$ cat config.mk
export PLATFORM = sky130hd
export DESIGN_NAME = demux_canais
export DESIGN_NICKNAME = d
export VERILOG_FILES = /design/src/rtl/demux_pkg.sv /design/src/rtl/demux_canais_canal_reg.sv /design/src/rtl/demux_canais.sv
export SDC_FILE = /design/constraint.sdc
export NUM_CORES = 1
export LEC_CHECK = 0
export CAP_MARGIN = 10
export CORE_MARGIN = 5
export CORE_UTILIZATION = 42
export DETAILED_ROUTE_END_ITERATION = 7
export PLACE_DENSITY = 0.83
export SLEW_MARGIN = 30
export SYNTH_ARGS = -nofsm -noshare
export SYNTH_HDL_FRONTEND = slang
export SYNTH_SLANG_ARGS = --single-unit
$ cat constraint.sdc
create_clock -name clk -period 7.8 [get_ports clk]
set_clock_uncertainty 0.1 [all_clocks]
set_input_delay 1.56 -clock clk [delete_from_list [all_inputs] [get_ports clk]]
set_output_delay 1.56 -clock clk [all_outputs]
set_load 0.03 [all_outputs]
$ cat src/rtl/demux_pkg.sv
// demux_pkg: shared definitions for the 1:8 channel demultiplexer.
//   WIDTH_DEF / NCH_DEF : default data width and channel count
//   canal_t             : one channel's data word at the default width
//   modo_t              : steering mode (addressed or round-robin)
package demux_pkg;

  localparam int WIDTH_DEF = 8;
  localparam int NCH_DEF   = 8;

  typedef logic [WIDTH_DEF-1:0] canal_t;

  typedef enum logic {
    ENDERECADO  = 1'b0,
    ROUND_ROBIN = 1'b1
  } modo_t;

endpackage

$ cat src/rtl/demux_canais_canal_reg.sv
// canal_reg: one channel holding register with its full flag.
//   clk, rst  : clock, asynchronous active-high reset
//   i_wr      : load i_dado and mark the channel full
//   i_dado    : data to load
//   i_ack     : consumer strobe; empties a full channel
//   o_dado    : held data (kept after the channel is emptied)
//   o_valid   : channel full flag
//   o_err     : pulse when i_ack hits an empty channel
module canal_reg
  import demux_pkg::*;
#(
  parameter int WIDTH = WIDTH_DEF
) (
  input  logic             clk,
  input  logic             rst,
  input  logic             i_wr,
  input  logic [WIDTH-1:0] i_dado,
  input  logic             i_ack,
  output logic [WIDTH-1:0] o_dado,
  output logic             o_valid,
  output logic             o_err
);

  logic [WIDTH-1:0] r_dado;
  logic             r_valid;

  // A write in the same cycle as an ack wins: the channel stays full.
  always_ff @(posedge clk or posedge rst) begin
    if (rst) begin
      r_dado  <= '0;
      r_valid <= 1'b0;
    end else if (i_wr) begin
      r_dado  <= i_dado;
      r_valid <= 1'b1;
    end else if (i_ack) begin
      r_valid <= 1'b0;
    end
  end

  assign o_dado  = r_dado;
  assign o_valid = r_valid;
  assign o_err   = i_ack & ~r_valid;

endmodule

$ cat src/rtl/demux_canais.sv
// demux_canais: 1:NCH demultiplexer with per-channel holding registers.
//   clk, rst       : clock, asynchronous active-high reset
//   entrada        : input byte; entrada_valid / entrada_ready handshake
//   modo           : 0 = target is select, 1 = target is round-robin ptr
//   select         : addressed-mode target channel
//   saida[NCH]     : channel holding registers; saida_valid = full flags
//   saida_ack      : per-channel consume strobes
//   ptr            : round-robin pointer (advances on round-robin accepts)
//   ocupados       : number of full channels
//   erro           : sticky flag, set by an ack to an empty channel
module demux_canais
  import demux_pkg::*;
#(
  parameter int WIDTH = WIDTH_DEF,
  parameter int NCH   = NCH_DEF,
  parameter int SEL_W = $clog2(NCH)
) (
  input  logic             clk,
  input  logic             rst,
  input  logic [WIDTH-1:0] entrada,
  input  logic             entrada_valid,
  output logic             entrada_ready,
  input  logic             modo,
  input  logic [SEL_W-1:0] select,
  output logic [WIDTH-1:0] saida [NCH],
  output logic [NCH-1:0]   saida_valid,
  input  logic [NCH-1:0]   saida_ack,
  output logic [SEL_W-1:0] ptr,
  output logic [SEL_W:0]   ocupados,
  output logic             erro
);

  logic [SEL_W-1:0] r_ptr;
  logic [SEL_W:0]   r_ocupados;
  logic             r_erro;

  logic [SEL_W-1:0] w_alvo;
  logic             w_ready;
  logic             w_aceita;
  logic [NCH-1:0]   w_wr;
  logic [NCH-1:0]   w_err;
  logic             w_inc;
  logic [SEL_W:0]   w_dec;

  assign w_alvo   = (modo_t'(modo) == ROUND_ROBIN) ? r_ptr : select;
  // A full channel being acked this cycle can be refilled in the same cycle.
  assign w_ready  = !saida_valid[w_alvo] || saida_ack[w_alvo];
  assign w_aceita = entrada_valid && w_ready;

  always_comb begin
    w_wr = '0;
    if (w_aceita) w_wr[w_alvo] = 1'b1;
  end

  genvar gi;
  generate
    for (gi = 0; gi < NCH; gi++) begin : g_canal
      canal_reg #(.WIDTH(WIDTH)) u_canal (
        .clk     (clk),
        .rst     (rst),
        .i_wr    (w_wr[gi]),
        .i_dado  (entrada),
        .i_ack   (saida_ack[gi]),
        .o_dado  (saida[gi]),
        .o_valid (saida_valid[gi]),
        .o_err   (w_err[gi])
      );
    end
  endgenerate

  // Only fills of empty channels add, and only acks that are not overridden
  // by a same-cycle write subtract, so the count tracks popcount(saida_valid).
  always_comb begin
    w_inc = w_aceita && !saida_valid[w_alvo];
    w_dec = '0;
    for (int i = 0; i < NCH; i++) begin
      if (saida_ack[i] && saida_valid[i] && !w_wr[i]) w_dec = w_dec + (SEL_W+1)'(1);
    end
  end

  always_ff @(posedge clk or posedge rst) begin
    if (rst) begin
      r_ptr      <= '0;
      r_ocupados <= '0;
      r_erro     <= 1'b0;
    end else begin
      // NCH is a power of two, so the pointer wraps by overflow.
      if (w_aceita && (modo_t'(modo) == ROUND_ROBIN)) r_ptr <= r_ptr + SEL_W'(1);
      r_ocupados <= r_ocupados + {{SEL_W{1'b0}}, w_inc} - w_dec;
      r_erro     <= r_erro | (|w_err);
    end
  end

  assign entrada_ready = w_ready;
  assign ptr           = r_ptr;
  assign ocupados      = r_ocupados;
  assign erro          = r_erro;

endmodule

==> summary.md, run 1 <==
| Metric | Value |
|---|---|
| Status | `finished clean` |
| Pre-CTS WS | `-0.1935 ns` |
| Minimum clock period | `7.353 ns` |
| Rows | `36` |
| Global-route wire length before repair | `about 19 mm` |
| Crit path arrival time | `7.54 ns` |
| Synthesized instance count | `344` |
| Clock buffer count from CTS | `9` |
| Crit-path most repeated cell | `ha_1` |
| Routed len/inst | `19.20 um` |
| Largest net degree at the start of global routing | `81` |
| Net Sw Frac | `43.03%` |
| Pre-antenna DRT Iters | `6` |
| Final Hold Fails | `0` |
| Core region area | `9819 um2` |
| Number of fill cells in the layout | `between 700 and 800` |
| Sequential Power Share | `between 20 and 30%` |
| Maxcap violations | `0` |
| Top cells by area, synth | `dfrtp_1 (47%), mux2_2 (18%), ha_1 (4.4%), xnor2_1 (2.7%), mux4_2 (2.1%)` |
| Synthesis-to-layout area growth | `38.99%` |
| #FFs+latches synth | `80` |
| Static Leakage | `2.515 nW` |
| Internal Dissipation | `about 0.0015 W` |
| H-tree levels | `3` |
| Final Max Slew Viols | `0` |
| Die ar. | `between 10000 and 15000 um2` |
| Most common cell in the netlist | `dfrtp_1` |
| Grt total ovfl | `0` |
| Post-layout nets | `510` |
| Unrepaired setup endpoints after global routing | `false` |
| Critical path required time | `7.99 ns` |
| Pwr Density | `roughly 440 nW/um2` |
| I/O Buffers | `~100` |
| Share of cells above drive strength 1 | `31.09%` |
| Crit-path slowest cell | `mux4_2` |
| CP max FO | `7` |
| Vias per cell | `5.363` |
| Final Cycle Share | `94.26%` |
| Ys flop type | `dfrtp_1` |
| Final HPWL DP | `8.616 mm` |
| Final core utilization | `between 60 and 70%` |
| Synth area leader | `dfrtp_1` |
| Clock Power Share | `a little under an eighth` |
| Hold Crit Class | `flop to flop` |
| Initial antenna violation count | `0` |
| Area share of the leading cell type in the synthesized netlist | `around 47%` |
| Final setup fails | `0` |
| Via count | `3266` |
| Setup crit end kind | `flop` |
| Die Span X | `110.6 um` |
| CTS sink cnt | `80` |
| Comb pwr share | `approximately three fifths` |
| Detail Route Antenna Nets | `0` |
| DR DRC count | `0` |
| Cell variety after synth | `56` |
| Vias in the first global route | `3637` |
| Number of synthesis warnings | `0` |
| Syn_area_per_cell | `12.35 um2` |
| Cts hold-fix bufs | `0` |
| Detailed Route WL | `11.69 mm` |
| Switch Pwr | `0.001129 W` |
| Root Buffer Master | `clkbuf_8` |
| Syn Nets | `383` |
| Mapped Area | `approximately 4200 um2` |
| Clock buffer depth | `2` |
| GPL Wtd Cong | `0.8588` |
| CP Class | `primary input to flop` |
| ANT cells | `0` |
| CTS tree | `done` |
| Largest stage delay on the critical path | `0.45 ns` |
| Seq/Total Area, Yosys | `47.11%` |
| Starting DRT DRC Count | `approximately 180` |
| Ys async rst share | `100.0%` |
| Final worst slack | `approximately 0.45 ns` |
| Startpoint Class | `primary input` |
| Post-synth EDFFs | `0` |
| Post-CTS setup buffers | `0` |
| Max IR drop VDD | `0.2823 mV` |
| List of most frequent post-synthesis cells | `dfrtp_1 (80), mux2_2 (68), inv_1 (19), nand2_1 (16), ha_1 (15)` |
| Worst-margin pin slew | `0.7183 ns` |
| Slew HR | `roughly 52%` |
| Clock latency at the later pin of the worst-skew pair | `0.35 ns` |
| # IOs | `104` |
| Hold slack | `0.4092 ns` |
| Starting Density | `43.27%` |
| GRT Util Overall | `19.43%` |
| TNS Setup | `0 ns` |
| Max Fclk | `between 0.1 and 0.15 GHz` |
| Die span in y | `110.6 um` |
| Clk pin slew, worst setup/hold paths | `0.09 ns` |
-- path summary, 6_finish.rpt --
check,from,to,slack (ns),depth (start not counted)
worst max register to register,ptr[1],ocupados[3],1.64,30
min in group asynchronous,rst,g_canal[0].u_canal.o_dado[0],1.60,3
max in group asynchronous,rst,g_canal[6].u_canal.o_valid,5.49,3
worst max-delay path,select[1],ocupados[3],0.45,31
worst min-delay path,erro,erro,0.41,2
worst min register to register,erro,erro,0.41,2
-- area by class of cell --
| class | count | area [um2] | area share [%] |
|---|---|---|---|
| inverter | 21 | 78.83 | 1.335 |
| tap | 133 | 166.4 | 2.818 |
| clock buffer | 9 | 123.9 | 2.097 |
| multi-input combinational | 225 | 2177 | 36.86 |
| timing repair buffer | 134 | 1282 | 21.72 |
| clock inverter | 7 | 75.07 | 1.271 |
| sequential | 80 | 2002 | 33.90 |
-- placed cells by master, fill, tap and decap left out, drive strengths merged, types with 4 or more instances in the layout --
cell type        n
o21ai           10
and3             5
nand2           16
xor2             7
clkbuf           9
clkdlybuf4s50  102
dfrtp           80
buf             31
o211ai           4
xnor2           13
a21oi           12
a21o             4
nand3            9
mux2i            5
or3              4
nor2             4
mux2            69
mux4             4
inv             24
nor3             6
ha              15
-- power by group through the flow --
stage,logic (W),clock network (W),registers [W]
finish,0.00156,0.000312,0.000747
global route,0.00166,0.000334,0.000772
CTS,0.00157,0.000316,0.000748
detailed placement,0.00156,0,0.000750
global placement,0.00153,0,0.000735
floorplan,0.000588,0,0.00110
-- registers in the layout, summed over array words and instances, names as in the netlist --
| register | cells |
|---|---|
| g_canal.u_canal.o_valid | 8 |
| erro | 1 |
| ocupados | 4 |
| g_canal.u_canal.o_dado | 64 |
| ptr | 3 |
-- routing by layer --
metal  track usage, %  up-vias  part of all wire [%]
met1            22.35     1636                    39
li1                 -     1492                     -
met3            7.112       21                   8.1
met4            7.225        0                   2.4
met2            33.05      117                    51
met5                0        -                     0
-- through the flow --
step	power (W)	std cells	instance area [um2]
after CTS	0.002637	609	5892
after detailed placement	0.002312	593	5693
after global routing	0.002771	609	5906
final	0.002624	609	5906
after floorplan	0.001686	344	4378
after global placement	0.002260	593	5689
-- timing repair --
item	4_1_cts	5_1_grt
endpoints found under the hold margin	0	0
gates resized for setup	0	2
endpoints found under the setup margin	0	1
-- worst max-delay path: cells and delay by family --
family,cells,cell delay (ns)
and+or+nand+nor,8,1.10
adders and majority gates,6,1.67
AOI/OAI and AO/OA,5,0.59
buffers and inverters,3,0.68
muxes,4,1.16
xor gates and xnor gates,5,0.76
-- kinds of logic (layout without fill, tap and decap cells) --
family / after synthesis / after routing / synth area share (%)
multiplexers: 78 / 78 / 21.97
flip-flops: 80 / 80 / 47.11
buffers and inverters: 39 / 171 / 4.358
adder cells (fa/ha/maj): 17 / 17 / 5.153
XOR/XNOR: 22 / 22 / 5.624
AND/OR/NAND/NOR: 61 / 61 / 7.568
AO/OA/AOI/OAI: 47 / 47 / 8.216
Power figures use the tool's default switching activity.
==> run 2: changes to the inputs <==
--- a/config.mk
+++ b/config.mk
@@ -10,6 +10,7 @@
 export CORE_UTILIZATION = 42
 export DETAILED_ROUTE_END_ITERATION = 7
 export PLACE_DENSITY = 0.83
+export SKIP_CTS_REPAIR_TIMING = 1
 export SLEW_MARGIN = 30
 export SYNTH_ARGS = -nofsm -noshare
 export SYNTH_HDL_FRONTEND = slang
==> results of run 2 <==
No change in the layout: final DEF, timing and power equal those of run 1.
